<file path="config.mk">
export PLATFORM = sky130hd
export DESIGN_NAME = issue_scoreboard_ctrl
export DESIGN_NICKNAME = d
export VERILOG_FILES = /design/src/rtl/issue_scoreboard_ctrl.sv
export SDC_FILE = /design/constraint.sdc
export NUM_CORES = 1
export LEC_CHECK = 0
export BUFFER_PORTS_ARGS = -buffer_cell sky130_fd_sc_hd__buf_2
export CAP_MARGIN = 20
export CELL_PAD_IN_SITES_DETAIL_PLACEMENT = 0
export CELL_PAD_IN_SITES_GLOBAL_PLACEMENT = 1
export CORE_MARGIN = 2
export CORE_UTILIZATION = 42
export DETAILED_ROUTE_END_ITERATION = 6
export GPL_TIMING_DRIVEN = 0
export PLACE_DENSITY = 0.83
export SYNTH_ARGS = -nofsm -noshare
export SYNTH_HDL_FRONTEND = slang
export SYNTH_SLANG_ARGS = --single-unit
</file>
<file path="constraint.sdc">
create_clock -name i_clk -period 3.35 [get_ports i_clk]
set_input_delay 0.1675 -clock i_clk [delete_from_list [all_inputs] [get_ports i_clk]]
set_output_delay 0.1675 -clock i_clk [all_outputs]
set_load 0.005 [all_outputs]
</file>
<file path="src/rtl/issue_scoreboard_ctrl.sv">
// issue_scoreboard_ctrl: decode-stage issue/stall/flush control.
// Countdown scoreboard blocks RAW/WAW; drains writes before halt.
module issue_scoreboard_ctrl #(
  parameter int ALU_LAT      = 2,
  parameter int LOAD_LAT     = 3,
  parameter int FLUSH_CYCLES = 2,
  parameter int CNT_W        = 3
) (
  input  logic        i_clk,
  input  logic        i_rst,
  input  logic        i_valid,
  input  logic [4:0]  i_rs1_addr,
  input  logic        i_rs1_used,
  input  logic [4:0]  i_rs2_addr,
  input  logic        i_rs2_used,
  input  logic [4:0]  i_rd_addr,
  input  logic        i_rd_wen,
  input  logic        i_is_load,
  input  logic        i_halt,
  input  logic        i_redirect,
  output logic        o_issue,
  output logic        o_stall,
  output logic        o_flush,
  output logic        o_halted,
  output logic [31:0] o_busy_mask,
  output logic [15:0] o_stall_cycles
);

  localparam int FC_W = $clog2(FLUSH_CYCLES + 1);
  localparam logic [FC_W-1:0] FC_LAST = FC_W'(FLUSH_CYCLES - 1);
  localparam logic [CNT_W-1:0] ALU_CNT = CNT_W'(ALU_LAT);
  localparam logic [CNT_W-1:0] LD_CNT = CNT_W'(LOAD_LAT);

  typedef enum logic [1:0] {
    S_RUN,
    S_FLUSH,
    S_DRAIN,
    S_HALTED
  } state_t;

  state_t           state_q;
  state_t           state_d;
  logic [FC_W-1:0]  fcnt_q;
  logic [FC_W-1:0]  fcnt_d;
  logic [CNT_W-1:0] cnt_q [32];
  logic [31:0]      busy;
  logic             hazard;
  logic             idle;
  logic             track;
  logic [15:0]      stall_q;

  // busy bit per register; x0 is never tracked
  always_comb begin
    busy = '0;
    for (int r = 1; r < 32; r++) begin
      busy[r] = (cnt_q[r] != '0);
    end
  end

  assign hazard = i_valid
                & ((i_rs1_used & busy[i_rs1_addr])
                 | (i_rs2_used & busy[i_rs2_addr])
                 | (i_rd_wen & busy[i_rd_addr]));

  assign idle  = (busy == '0);
  assign track = o_issue & i_rd_wen & (i_rd_addr != 5'd0);

  // next state and issue/stall decisions
  always_comb begin
    state_d = state_q;
    fcnt_d  = fcnt_q;
    o_issue = 1'b0;
    o_stall = 1'b0;
    unique case (state_q)
      S_RUN: begin
        o_issue = i_valid & ~hazard & ~i_redirect;
        o_stall = hazard & ~i_redirect;
        if (i_redirect) begin
          state_d = S_FLUSH;
          fcnt_d  = FC_LAST;
        end else if (o_issue & i_halt) begin
          state_d = S_DRAIN;
        end
      end
      S_FLUSH: begin
        if (i_redirect) begin
          fcnt_d = FC_LAST;
        end else if (fcnt_q == '0) begin
          state_d = S_RUN;
        end else begin
          fcnt_d = fcnt_q - FC_W'(1);
        end
      end
      S_DRAIN: begin
        o_stall = i_valid;
        if (idle) begin
          state_d = S_HALTED;
        end
      end
      S_HALTED: begin
        state_d = S_HALTED;
      end
    endcase
    if (i_rst) begin
      o_issue = 1'b0;
      o_stall = 1'b0;
    end
  end

  // state register and flush countdown
  always_ff @(posedge i_clk) begin
    if (i_rst) begin
      state_q <= S_RUN;
      fcnt_q  <= '0;
    end else begin
      state_q <= state_d;
      fcnt_q  <= fcnt_d;
    end
  end

  // scoreboard: tracked issue reloads, otherwise count down to 0
  always_ff @(posedge i_clk) begin
    if (i_rst) begin
      for (int r = 0; r < 32; r++) begin
        cnt_q[r] <= '0;
      end
    end else begin
      cnt_q[0] <= '0;
      for (int r = 1; r < 32; r++) begin
        if (track && (i_rd_addr == 5'(r))) begin
          cnt_q[r] <= i_is_load ? LD_CNT : ALU_CNT;
        end else if (cnt_q[r] != '0) begin
          cnt_q[r] <= cnt_q[r] - CNT_W'(1);
        end
      end
    end
  end

  // saturating stall-cycle counter
  always_ff @(posedge i_clk) begin
    if (i_rst) begin
      stall_q <= '0;
    end else if (o_stall && (stall_q != 16'hFFFF)) begin
      stall_q <= stall_q + 16'd1;
    end
  end

  assign o_flush        = (state_q == S_FLUSH);
  assign o_halted       = (state_q == S_HALTED);
  assign o_busy_mask    = busy;
  assign o_stall_cycles = stall_q;

endmodule

</file>
Word-level counts from Yosys, hierarchy flattened:

Memory sizes are Yosys's and may differ from the RTL's.
Cells that the tools add are included.

* output and inout port bits: 52
* bits of input ports: 24
* latch bits: 0
* word-level logic and storage cells: 532
* memory bits (read-only): 0
* RAM bits: 96
* flip-flop bits (word level): 20
* memories: 1

* $add $sub $neg: 33
* div/mod/pow operators: 0
* multiplexer cells: 304
* reductions and logical operators: 70
* eq/ne operators: 41
* bitwise logic cells: 77
* shift-type cells: 0
* $lt $le $gt $ge: 3
* $mul: 0

Memory list
* cnt_q: depth 32, width 3, read ports 31, clocked after Yosys merged registers in 0, write ports 32, line 45 `logic [CNT_W-1:0] cnt_q [32];`

Operators with widths (count)
* two-way mux 1 bit: 227
* two-way mux 3 bit: 63
* nonzero test 3 bit: 31
* subtractor 3 x 1 -> 3 bit, second input constant: 31
* equality test 5 bit, second input constant: 16
* bitwise OR 1 bit: 65
* equality test 5 x 4 -> 1 bit, second input constant: 8
* logical AND 1 bit: 32
* logical NOT 32 bit: 1
* equality test 5 x 3 -> 1 bit, second input constant: 4
* < comparator 5 x 6 -> 1 bit, second input constant: 3
* adder 16 x 1 -> 16 bit, second input constant: 1
* two-way mux 2 bit: 8
* inequality test 16 bit, second input constant: 1
* binary-select mux 1 bit (select 5 bit): 3
* AND 1 bit: 10
* equality test 5 x 2 -> 1 bit, second input constant: 2
* one-hot mux 2 bit (4 select lines): 1
* inequality test 2 bit, second input constant: 3
* inequality test 3 bit, second input constant: 2
* equality test 5 x 1 -> 1 bit, second input constant: 1
* nonzero test 5 bit: 1
* equality test 2 bit, second input constant: 2
* logical NOT 2 bit: 2
* other kinds (9): 10

Logic depth before layout (Yosys ltp):

An unclocked memory read counts as a cell.

* word-level depth: 21
* gate-level depth with buffers: 13
* mapped depth without buffers: 12

Worst setup path before layout:

No wires, ideal clock.

* path type: register -> register
* start point: memory cnt_q[29][0] (netlist: cnt_q[0][87])
* end point: memory cnt_q[21][0] (netlist: cnt_q[0][63]), enable pin
* setup slack: 0.136 ns
* clock period less this slack: 3.214 ns
* path buffers: 1
* arrival: 2.890 ns
* cell stages (with the launch flop): 12
* cell sequence: edfxtp_1 -> inv_1 -> ha_1 -> nand2b_1 -> buf_4 -> mux4_2 -> o311ai_1 -> a211oi_1 -> nor4_4 -> nand2_4 -> or4_4 -> o21ai_1

RTL lines (line)
* start, declared: 45

==> impl_metrics.yaml <==
outcome:
  run_status: "finished with violations"
  violations: "negative setup slack"
clock_network:
  htree_levels: 4
  clk_latency_ns: 0.42
  cts_tree: "built"
  cts_made_buffers: 17
  clockBufferDepth: 2
  clock-root-buffer: "clkbuf_16"
  cts_sinks: 113
  clk_pin_slew_ns: 0.06
synth:
  yosysSeqAreaShare_pct: 40.5
  synth_edf_count: 93
  syn_nets: 938
  ys_seq_elements: 113
  syn_avg_cell_area_um2: 9.27
  synth-async-reset-ratio_pct: 0
  synth_cells: 850
  netlist_area_um2: 7880
  synth_cell_types: 71
  synthFlopType: "edfxtp_1"
  ys_warn_count: 0
grt:
  grt_max_degree: 17
  grt_overflow: 0
  antenna_found_initial: 0
  grt_pass1_wl_mm: 35.3
  met2_usage_pct: 37.1
  grt_use_met3_pct: 4.59
  grt_pass1_vias: 6704
  grtUsageMet1_pct: 30.1
  grt_util_all_layers_pct: 22.6
  grt.busiest_layer: "met2"
floorplanning:
  fp.coreArea_um2: 18600
  die_h_um: 141
  rows: 50
  initial_utilization_pct: 42.4
  ios: 76
  die-area_um2: 19900
  fp.dieW_um: 141
sta:
  tightest_slew_ns: 0.798
  whs_ns: 0.202
  hold_viol_final: 0
  clock.fmax_ghz: 0.297
  fin_crit_ns: 3.37
  finClkSkew_ns: 0.00969
  maxSlewHeadroom_pct: 46.6
  rsz0062_at_grt: "yes"
  post-route-period-util_pct: 101
  finalSetupViolCount: 11
  fin_ws_ns: -0.0194
  drv_slew: 0
power_and_ir_drop:
  p_leak_nw: 4.13
  vdd_drop_max_uv: 441
  p_per_area_nw_per_um2: 865
placement:
  dpl-instance-area_um2: 8510
  gp_congestion: 0.823
  io_buffers: 68
  detailed_place_hpwl_mm: 15.7
route:
  ant_nets: 0
  routedWlPerCell_um: 18.2
  drt-total-wl_mm: 22.1
  first_pass_iters: 6
  drc: 0
  num_vias: 6870
  drtIter0Drc: 662
  vias_per_cell: 5.67
worst_hold_path:
  hp-class: "input pin to flop"
  hold_end: "fcnt_q[1]"
  min-delay-start: "i_redirect"
  hold_path_depth: 4
setup_path:
  cp_max_fo: 6
  cp-start-kind: "flop"
  worst_ep_arrival_time_ns: 3.51
  rr_worst_depth: 13
  r2r-end: "cnt_q[0][52]"
  critPathCaptureType: "flop"
  rrSetupSlack_ns: -0.02
  timing.rr.start: "cnt_q[0][87]"
  worstSetupPathType: "flop to flop"
  worstPathRequired_ns: 3.49
finish:
  drive_gt1_share_pct: 29.4
  area_growth_pct: 27.4
  nNetsFinal: 1053
  layout_commonest_cell: "nor2_1"
  layout_common_cells: "nor2_1, edfxtp_1, buf_2, inv_1, ha_1"
  diodes: 0
  fill_cells: 1626
  finalInstanceArea_um2: 10000
flow_run:
  max_cap_violations: 0
## Yosys cell counts, types with 8 or more instances
cell	number	area share, %
edfxtp_1	93	35
nand2_1	57	2.7
clkbuf_1	35	1.7
o21a_1	8	0.76
a211oi_1	17	1.6
nor3_1	14	0.89
mux4_2	15	4.3
inv_1	85	4.0
o22ai_1	13	1.0
ha_1	64	10
nand3_1	19	1.2
nor2_1	119	5.7
dfxtp_1	20	5.1
mux2i_1	32	4.1
nand2b_1	33	2.6
nor4_1	9	0.71
nor2b_1	14	1.1
o21ai_1	8	0.51
o21ai_0	42	2.7
buf_2	11	0.70
a21oi_1	34	2.2
or3_1	8	0.64
## worst max-delay path, stage by stage, from the launching register on
cell	delay, ns
edfxtp_1	0.42
inv_2	0.10
ha_4	0.13
nand2b_1	0.06
buf_6	0.13
buf_4	0.13
mux4_2	0.46
mux2i_1	0.20
nor3b_1	0.11
nor4_4	0.32
nand2_4	0.13
or4_4	0.60
nor2_4	0.14
or3_4	0.15
## sequential cells by signal (all words and copies together), names as in the netlist
signal	cells
cnt_q	93
fcnt_q	2
o_stall_cycles	16
state_q	2
## final cells by class
type                            count  area, µm²  area share (%)
Tap cell                          234        293            2.92
Sequential cell                   113       3190            31.8
Clock buffer                       19        433            4.31
Timing Repair Buffer              113        697            6.94
Clock inverter                     13        168            1.67
Multi-Input combinational cell    593       4720            47.0
Inverter                           88        333            3.32
Buffer                             39        201            2.01
## repair_timing
action | CTS | global route
pin swaps | 16 | 26
gates resized for setup | 87 | 90
hold endpoints to repair | 0 | 0
setup endpoints to repair | 140 | 127
setup buffers | 29 | 16
hold buffers | 0 | 0
## routing by layer
metal  up-vias  part of all wire, %
met1      3314                   42
met3        39                  7.9
met2       262                   49
met5         -                    0
li1       3255                    -
met4         0                  2.0
## worst max path at each step
stage | startpoint | endpoint | slack, ns | cells after the start
after floorplan | cnt_q[0][87] | cnt_q[0][63] | 0.14 | 11
after global placement | cnt_q[0][51] | cnt_q[0][71] | -0.70 | 12
after detailed placement | cnt_q[0][51] | cnt_q[0][69] | -0.76 | 12
after CTS | cnt_q[0][87] | cnt_q[0][53] | -0.07 | 12
after global routing | cnt_q[0][87] | cnt_q[0][43] | -0.14 | 15
final | cnt_q[0][87] | cnt_q[0][52] | -0.02 | 13
## per-stage QoR
stage	setup WS, ns	util, %	power (mW)	TNS, ns	std cells
after global placement	-0.701	45.8	5.91	-52.49	1152
after floorplan	0.136	-	4.95	0	850
final	-0.0194	54.0	8.68	-0.119	1212
after detailed placement	-0.757	45.8	6.02	-56.87	1152
after global routing	-0.139	54.0	9.28	-6.42	1212
after CTS	-0.0705	51.5	8.32	-0.419	1198
## logic make-up (layout without fill, tap and decap cells)
logic type,count (synthesis),after routing,synth area share [%]
AOI/OAI and AO/OA,166,166,13.5
DFF,113,113,40.5
muxes,47,47,8.35
adders and majority gates,64,64,10.2
and+or+nand+nor,313,313,20.0
buffers and inverters,144,272,7.18
other,1,1,0.0476
xor gates and xnor gates,2,2,0.222
## where the power goes
| part | internal, mW | switching (mW) |
|---|---|---|
| Sequential | 2.26 | 0.261 |
| Clock | 1.23 | 0.635 |
| Combinational | 1.89 | 2.41 |
Note: power is estimated with default switching activity, not from simulation.
